File: src/rtl/puf_pkg.sv
// Purpose: shared types, default parameters and counter-width helper for the PUF response reader.
// Latency: n/a (declarations only).
// Backpressure: n/a.
package puf_pkg;

    typedef enum logic [2:0] {
        ST_IDLE,
        ST_ARM,
        ST_RELEASE,
        ST_FIRE,
        ST_SAMPLE,
        ST_DONE
    } puf_rd_state_t;

    localparam int DEF_RESP_BITS  = 8;
    localparam int DEF_N_EVAL     = 15;
    localparam int DEF_SETTLE_CYC = 4;

    // Bits needed to hold values 0..n-1, never less than one bit.
    function automatic int cnt_w(input int n);
        return (n < 2) ? 1 : $clog2(n);
    endfunction

endpackage

File: src/rtl/puf_response_reader_sync2.sv
// Purpose: two-flop synchronizer bringing the asynchronous PUF cell output into the clk domain.
// Latency: 2 clk cycles from input to output.
// Backpressure: none; free-running.
// Ports: clk (clock), clear (sync active-high reset, flops to 0), i_d (async in), o_q (synchronized out).
module sync2 (
    input  logic clk,
    input  logic clear,
    input  logic i_d,
    output logic o_q
);

    // Kept as two distinct flops so synthesis cannot merge or retime the pair.
    (* dont_touch = "true" *) logic r_meta;
    (* dont_touch = "true" *) logic r_sync;

    always_ff @(posedge clk) begin
        if (clear) begin
            r_meta <= 1'b0;
            r_sync <= 1'b0;
        end else begin
            r_meta <= i_d;
            r_sync <= r_meta;
        end
    end

    assign o_q = r_sync;

endmodule

File: src/rtl/puf_response_reader.sv
// Purpose: sequences arm/release/fire/sample over each PUF cell, majority-votes N_EVAL samples per bit.
// Latency: resp_valid in cycle RESP_BITS*N_EVAL*(2*SETTLE_CYC+4)+1 after start is sampled.
// Backpressure: none; start is ignored while busy, no queueing.
// Ports: clk/clear (sync active-high reset); start -> busy; puf_sel/puf_clear/puf_fire drive the cell
//        array, puf_o is the selected cell output; resp/resp_unstable qualified by one-cycle resp_valid.
module puf_response_reader
    import puf_pkg::*;
#(
    parameter int RESP_BITS  = DEF_RESP_BITS,
    parameter int N_EVAL     = DEF_N_EVAL,
    parameter int SETTLE_CYC = DEF_SETTLE_CYC
) (
    input  logic                         clk,
    input  logic                         clear,
    input  logic                         start,
    output logic                         busy,
    output logic [$clog2(RESP_BITS)-1:0] puf_sel,
    output logic                         puf_clear,
    output logic                         puf_fire,
    input  logic                         puf_o,
    output logic [RESP_BITS-1:0]         resp,
    output logic [RESP_BITS-1:0]         resp_unstable,
    output logic                         resp_valid
);

    localparam int SEL_W  = $clog2(RESP_BITS);
    localparam int ONES_W = cnt_w(N_EVAL + 1);
    localparam int EVAL_W = cnt_w(N_EVAL);
    localparam int PH_W   = cnt_w(SETTLE_CYC + 2);

    puf_rd_state_t          r_state;
    logic [PH_W-1:0]        r_phase;
    logic [EVAL_W-1:0]      r_eval;
    logic [ONES_W-1:0]      r_ones;
    logic [SEL_W-1:0]       r_idx;
    logic                   r_busy;
    logic                   r_clr;
    logic                   r_fire;
    logic                   r_valid;
    logic [RESP_BITS-1:0]   r_resp_sh;
    logic [RESP_BITS-1:0]   r_unst_sh;
    logic [RESP_BITS-1:0]   r_resp;
    logic [RESP_BITS-1:0]   r_unst;

    logic                   w_puf_sync;
    logic [ONES_W-1:0]      w_ones_nxt;
    logic                   w_bit;
    logic                   w_unst;
    logic                   w_last_eval;
    logic                   w_last_bit;
    logic [RESP_BITS-1:0]   w_resp_nxt;
    logic [RESP_BITS-1:0]   w_unst_nxt;

    sync2 u_sync2 (
        .clk   (clk),
        .clear (clear),
        .i_d   (puf_o),
        .o_q   (w_puf_sync)
    );

    // Vote including the sample taken in the current SAMPLE cycle.
    assign w_ones_nxt  = r_ones + ONES_W'(w_puf_sync);
    assign w_bit       = (w_ones_nxt > ONES_W'(N_EVAL / 2));
    assign w_unst      = (w_ones_nxt != '0) && (w_ones_nxt != ONES_W'(N_EVAL));
    assign w_last_eval = (r_eval == EVAL_W'(N_EVAL - 1));
    assign w_last_bit  = (r_idx == SEL_W'(RESP_BITS - 1));

    always_comb begin
        w_resp_nxt        = r_resp_sh;
        w_unst_nxt        = r_unst_sh;
        w_resp_nxt[r_idx] = w_bit;
        w_unst_nxt[r_idx] = w_unst;
    end

    always_ff @(posedge clk) begin
        if (clear) begin
            r_state   <= ST_IDLE;
            r_phase   <= '0;
            r_eval    <= '0;
            r_ones    <= '0;
            r_idx     <= '0;
            r_busy    <= 1'b0;
            r_clr     <= 1'b1;
            r_fire    <= 1'b0;
            r_valid   <= 1'b0;
            r_resp_sh <= '0;
            r_unst_sh <= '0;
            r_resp    <= '0;
            r_unst    <= '0;
        end else begin
            case (r_state)
                ST_IDLE: begin
                    r_clr   <= 1'b1;
                    r_fire  <= 1'b0;
                    r_valid <= 1'b0;
                    if (start) begin
                        r_state <= ST_ARM;
                        r_busy  <= 1'b1;
                        r_phase <= '0;
                        r_eval  <= '0;
                        r_ones  <= '0;
                        r_idx   <= '0;
                    end
                end
                ST_ARM: begin
                    if (r_phase == PH_W'(SETTLE_CYC - 1)) begin
                        r_phase <= '0;
                        r_clr   <= 1'b0;
                        r_state <= ST_RELEASE;
                    end else begin
                        r_phase <= r_phase + PH_W'(1);
                    end
                end
                ST_RELEASE: begin
                    // One cycle with both cell inputs low before the launch edge.
                    r_fire  <= 1'b1;
                    r_phase <= '0;
                    r_state <= ST_FIRE;
                end
                ST_FIRE: begin
                    // Two extra cycles let the race result cross the synchronizer.
                    if (r_phase == PH_W'(SETTLE_CYC + 1)) begin
                        r_phase <= '0;
                        r_fire  <= 1'b0;
                        r_clr   <= 1'b1;
                        r_state <= ST_SAMPLE;
                    end else begin
                        r_phase <= r_phase + PH_W'(1);
                    end
                end
                ST_SAMPLE: begin
                    if (!w_last_eval) begin
                        r_eval  <= r_eval + EVAL_W'(1);
                        r_ones  <= w_ones_nxt;
                        r_state <= ST_ARM;
                    end else begin
                        r_resp_sh <= w_resp_nxt;
                        r_unst_sh <= w_unst_nxt;
                        r_eval    <= '0;
                        r_ones    <= '0;
                        if (w_last_bit) begin
                            // Publish the completed shadow so resp is valid with the pulse.
                            r_idx   <= '0;
                            r_resp  <= w_resp_nxt;
                            r_unst  <= w_unst_nxt;
                            r_valid <= 1'b1;
                            r_state <= ST_DONE;
                        end else begin
                            r_idx   <= r_idx + SEL_W'(1);
                            r_state <= ST_ARM;
                        end
                    end
                end
                ST_DONE: begin
                    r_valid <= 1'b0;
                    r_busy  <= 1'b0;
                    r_state <= ST_IDLE;
                end
                default: r_state <= ST_IDLE;
            endcase
        end
    end

    assign busy          = r_busy;
    assign puf_sel       = r_idx;
    assign puf_clear     = r_clr;
    assign puf_fire      = r_fire;
    assign resp          = r_resp;
    assign resp_unstable = r_unst;
    assign resp_valid    = r_valid;

endmodule

File: config.mk
export PLATFORM = sky130hd
export DESIGN_NAME = puf_response_reader
export DESIGN_NICKNAME = d
export VERILOG_FILES = /design/src/rtl/puf_pkg.sv /design/src/rtl/puf_response_reader_sync2.sv /design/src/rtl/puf_response_reader.sv
export SDC_FILE = /design/constraint.sdc
export NUM_CORES = 1
export LEC_CHECK = 0
export CORE_MARGIN = 2
export CORE_UTILIZATION = 29
export DETAILED_ROUTE_END_ITERATION = 10
export GPL_ROUTABILITY_DRIVEN = 0
export PLACE_DENSITY_LB_ADDON = 0.2
export REMOVE_ABC_BUFFERS = 1
export SLEW_MARGIN = 15
export SYNTH_ARGS = -nofsm -noshare
export SYNTH_HDL_FRONTEND = slang
export SYNTH_SLANG_ARGS = --single-unit
export TNS_END_PERCENT = 1
File: constraint.sdc
create_clock -name clk -period 2.5 [get_ports clk]
set_input_delay 0.5 -clock clk [delete_from_list [all_inputs] [get_ports clk]]
set_output_delay 0.5 -clock clk [all_outputs]
set_load 0.01 [all_outputs]
### Yosys cells after proc, flatten, opt, wreduce, memory -nomap -nowiden

Cells that the tools add are included.

* word-level logic and storage cells: 90
* output and inout port bits: 23
* flip-flop bits (word level): 55

* equal/unequal tests: 15
* multiplexer cells: 32
* add/sub/neg operators: 4
* $lt $le $gt $ge: 3
* reduce and logical (&&, ||, !) cells: 21

Operators with widths (count)
* 2-to-1 mux 3 bit: 10
* bitwise mux 8 bit: 2
* one-hot mux 4 bit (2 select lines): 2
* one-hot mux 3 bit (5 select lines): 1
* AND reduction 3 bit: 5
* == test 3 bit, second input constant: 4
* 2-to-1 mux 4 bit: 3
* one-hot mux 3 bit (4 select lines): 1
* inequality test 2 bit, second input constant: 5
* AND reduction 2 bit: 5
* == test 3 x 2 -> 1 bit, second input constant: 3
* nonzero test 4 bit: 2
* 2-to-1 mux 1 bit: 7
* adder 3 x 1 -> 3 bit, second input constant: 2
* one-hot mux 1 bit (3 select lines): 2
* one-hot mux 3 bit (2 select lines): 1
* nonzero test 2 bit: 3
* nonzero test 3 bit: 2
* adder 4 x 1 -> 4 bit: 1
* adder 4 x 1 -> 4 bit, second input constant: 1
* == test 4 bit, second input constant: 1
* greater-than comparator 4 x 3 -> 1 bit, second input constant: 1
* less-than comparator 3 x 4 -> 1 bit, second input constant: 1
* inequality test 4 bit, second input constant: 1
* other kinds (7): 9

### Logic depth before layout (Yosys ltp)

* depth in word-level cells: 5
* gate-level depth with buffers: 8

### Modules after synthesis

From an unflattened synthesis, not the netlist that was laid out.

* cells, all modules: 334
* area total of the unflattened synthesis: 2806.4 µm²

Modules (own cells, without submodules)
* puf_response_reader: cells each 330, seq. area each 1061.0 µm², instances 1, area an instance 2753.9 µm²
* sync2: cells each 4, seq. area each 40.0 µm², instances 1, area an instance 52.6 µm²

### Worst setup path before layout

No wires, ideal clock.

* kind: reg-to-reg
* start point: register r_ones[0]
* end point: register r_unst[6], in the netlist resp_unstable[6]
* setup slack: 0.699 ns
* data arrival time: 1.714 ns
* required time: 2.413 ns
* stages on the path, launching flop included: 9
* clock period less this slack: 1.801 ns
* library setup time: 0.087 ns
* cell sequence: dfxtp_1 > ha_1 > ha_1 > xor2_1 > o2111ai_1 > o21ai_0 > o211a_1 > buf_2 > o31ai_1

* longest elaborated chain between the ends: 4

RTL lines
* start, declared: RTL line puf_response_reader.sv:34 `logic [ONES_W-1:0] r_ones;`
* start signal, assigned: RTL line puf_response_reader.sv:134 `r_ones <= w_ones_nxt;`
* adder 4 x 1 -> 4 bit *: RTL line puf_response_reader.sv:62 `assign w_ones_nxt = r_ones + ONES_W'(w_puf_sync);`
* inequality test 4 bit or nonzero test 4 bit (tied branches): RTL line puf_response_reader.sv:64 `assign w_unst = (w_ones_nxt != '0) && (w_ones_nxt != ONES_W'(N_EVAL));`
* logical AND 1 bit *: RTL line puf_response_reader.sv:64
* bitwise mux 8 bit *: RTL line puf_response_reader.sv:72 `w_unst_nxt[r_idx] = w_unst;`
* end signal, assigned: RTL line puf_response_reader.sv:145 `r_unst <= w_unst_nxt;`
* end, declared: RTL line puf_response_reader.sv:43 `logic [RESP_BITS-1:0] r_unst;`

Mark *: on every way between the ends. The rest lies on a longest branch, timed or not.
A chain may end at the register's enable or synchronous reset.

### Worst setup path in the final report

* start point: register r_idx[2], in the netlist puf_sel[2]
* end point: output port puf_sel[2]

RTL lines
* start, declared: RTL line puf_response_reader.sv:35 `logic [SEL_W-1:0] r_idx;`
* start signal, assigned: RTL line puf_response_reader.sv:149 `r_idx <= r_idx + SEL_W'(1);`
* end, declared: RTL line puf_response_reader.sv:17 `output logic [$clog2(RESP_BITS)-1:0] puf_sel,`

No word-level cell between the ends.

==> results.toml <==
[routing]
antenna_violating_nets_post_route = 0
first_iter_violations = 75
wl_met2_mm = 2.743
detail_route.first_pass.iterations = 4
post_drt_wl_per_cell_um = 13.15
wirelength_met1_mm = 2.993
route.detailed.vias_per_inst = 4.891
totalWireLength_mm = 6.051
dr.max_layer_used = "met4"
wl_met3_um = 289
vias = 2250
drc = 0

[worst_setup_path]
timing.critical_path.buf_inv = 1
crit_type = "reg2out"
worstPathArrival_ps = 1600
critical-path-max-stage-delay_ps = 650
worstPathMaxFanout = 14
critical_path.endpoint_type = "output pin"
slowest_stage = "sky130_fd_sc_hd__dfxtp_1"
category_of_cells_accounting_for_the_largest_share_of_critical_path_delay = "flip-flops"
cp_data_required_time_ps = 2000
worstPathCellList = "clkdlybuf4s50_1"
worst_setup_path_start_kind = "register"

[timing]
slew_headroom_pct = 64.03
max_freq_mhz = 476.6
worst_margin_slew_ps = 539.0
post-route-period-util_pct = 83.93
grt_setup_unrepaired = "no"
setup_viol = 0
setup_total_negative_slack_ps = 0
slew_viol_final = 0
final.min_clock_period_ps = 2098
final.setup_skew_ps = 16.72
final_hold_viol_count = 0

[synthesis]
synthDominantCellAreaShare_pct = 41.92
synth_edf_count = 0
yosysMostFrequentCell = "sky130_fd_sc_hd__dfxtp_1"
synth.lib_cells_used.distinct = 44
yosysWarnings = 0
syn_inst = 329
post_synth_main_area_contributors = "sky130_fd_sc_hd__dfxtp_1 42%, sky130_fd_sc_hd__nand2_1 7.1%, sky130_fd_sc_hd__a21oi_1 5.9%"
ys_seq_elements = 55
yosys-top-cells-count = "55 x sky130_fd_sc_hd__dfxtp_1, 50 x sky130_fd_sc_hd__nand2_1, 31 x sky130_fd_sc_hd__a21oi_1"
synth.yosys.seq_area_share_pct = 41.92
syn_avg_cell_area_um2 = 7.983
yosys_most_used_dff = "sky130_fd_sc_hd__dfxtp_1"
post-synth-top-area-cell = "sky130_fd_sc_hd__dfxtp_1"
netlist_area_pre_place_um2 = 2626
post_synth_arst_share_pct = 0

[clock_network]
cts_tree = "done"
clk_root_buffer_cell = "sky130_fd_sc_hd__clkbuf_8"
max_h_tree_level = 2
cts.clk_slew.worst_paths_ps = 110
cts.hold.buffers_added = 0
clock_latency_ps = 320
tritoncts.num_buffers = 5
post_cts.repair.setup_buffers = 0
clock_tree.buffer_depth = 2
sinks_on_clock_net = 55
cts-resized-gates = 0

[global_route]
largest_net_degree_at_the_start_of_global_routing = 37
grt_pass1_wl_mm = 10.23
track_usage_pct = 12.84
antenna_found_initial = 0
first_global_vias = 2110
grt.overflow.total = 0

[placement]
placement.cell_area_um2 = 3003
placed_wire_length_estimate_after_detailed_placement_mm = 4.041
place.port_buffers = 26

[die]
die-height_um = 99.17
floorplan.initialDensity_pct = 29.97
core_area_um2 = 8763
number_of_placement_rows = 34
ios = 27
fp.dieW_um = 99.17
fp.dieArea_um2 = 9834

[pwr]
cellLeakagePower_nw = 1.081
power.share.clock_pct = 39.6
power_frac_comb_pct = 4.9
p_seq_share_pct = 55.5
switch_share_pct = 22.93
power_w = 0.001610
irDropWorstVdd_mv = 0.2272
cell_internal_pwr_w = 0.001241
p_switching_w = 0.0003691
p_per_area_nw_per_um2 = 515.4

[worst_hold_path]
hold_class = "reg2reg"

[layout]
layout-drive-gt1-share_pct = 7.670
diodes = 0
nNetsFinal = 365
fillerInstances = 932
syn_to_final_growth_pct = 18.96
final_area_um2 = 3124

[job]
max-cap-violations = 0

[run_status]
status = "complete, no violations"
[power groups by stage]
stage          logic [W]  registers, W  clock network [W]
5_1_grt        0.0000894      0.000895           0.000702
3_5_place_dp   0.0000796      0.000913                  0
4_1_cts        0.0000801      0.000893           0.000663
2_1_floorplan  0.0000401      0.000911                  0
6_report       0.0000793      0.000893           0.000638
3_3_place_gp   0.0000790      0.000913                  0
[through the flow]
stage,util (%),instances,setup WS (ps),hold WS (ps)
after detailed placement,34.27,452,502.1,436.7
after CTS,35.65,460,400.3,456.7
after global placement,34.27,452,510.2,418.5
after global routing,35.65,460,331.2,482.7
after floorplan,-,308,654.8,413.8
final,35.65,460,401.8,455.7
[area by class of cell]
| cell class | instances | area (µm²) | share of cell area [%] |
|---|---|---|---|
| multi-input cells | 245 | 1406 | 45.01 |
| flip-flops and latches | 55 | 1101 | 35.24 |
| repair buffers | 36 | 330.3 | 10.57 |
| well taps | 108 | 135.1 | 4.325 |
| clock buffers | 6 | 82.58 | 2.643 |
| clock inverters | 2 | 38.79 | 1.241 |
| inverters | 8 | 30.03 | 0.9612 |
[kinds of logic after synthesis]
logic type               Yosys count  share of synthesized area, %
AND/OR/NAND/NOR                  140                         25.01
buffers and inverters             29                         4.526
adder cells (fa/ha/maj)           10                         4.764
multiplexers                       3                         1.191
XOR/XNOR                           6                         2.001
flip-flops                        55                         41.92
AO/OA/AOI/OAI                     86                         20.58
[registers in the layout, indices dropped and copies added (netlist names), 3 cells and up]
name and count:
r_eval 4, r_state 3, resp 8, r_phase 3, r_resp_sh 8, r_unst_sh 8, puf_sel 3, resp_unstable 8
r_ones 4
[layout by cell type (no fill, tap or decap), types with 8 or more instances in the layout]
cell type | netlist | final
sky130_fd_sc_hd__o31ai_1 | 8 | 8
sky130_fd_sc_hd__nand3_1 | 23 | 23
sky130_fd_sc_hd__o211ai_1 | 8 | 8
sky130_fd_sc_hd__ha_1 | 10 | 10
sky130_fd_sc_hd__o21ai_0 | 16 | 16
sky130_fd_sc_hd__nor3_1 | 12 | 12
sky130_fd_sc_hd__nor2_1 | 29 | 29
sky130_fd_sc_hd__inv_1 | 8 | 8
sky130_fd_sc_hd__buf_4 | 1 | 10
sky130_fd_sc_hd__a21oi_1 | 31 | 31
sky130_fd_sc_hd__nand2_1 | 50 | 50
sky130_fd_sc_hd__dfxtp_1 | 55 | 55
sky130_fd_sc_hd__clkdlybuf4s50_1 | 0 | 25
[layer usage]
layer  global-route usage (%)  vias to the layer above
met5                        0                        -
met2                    21.36                       40
met3                    3.022                        2
li1                         -                     1200
met1                    17.04                     1008
met4                    2.740                        0
[worst paths after layout]
kind | startpoint | to | slack (ps) | cells past startpoint
max reg2reg | r_state[2] | puf_sel[0] | 550 | 5
min | resp[3] | resp[3] | 460 | 2
max | puf_sel[2] | puf_sel[2] | 400 | 1
min reg2reg | resp[3] | resp[3] | 460 | 2
Note: power is estimated with default switching activity, not from simulation.
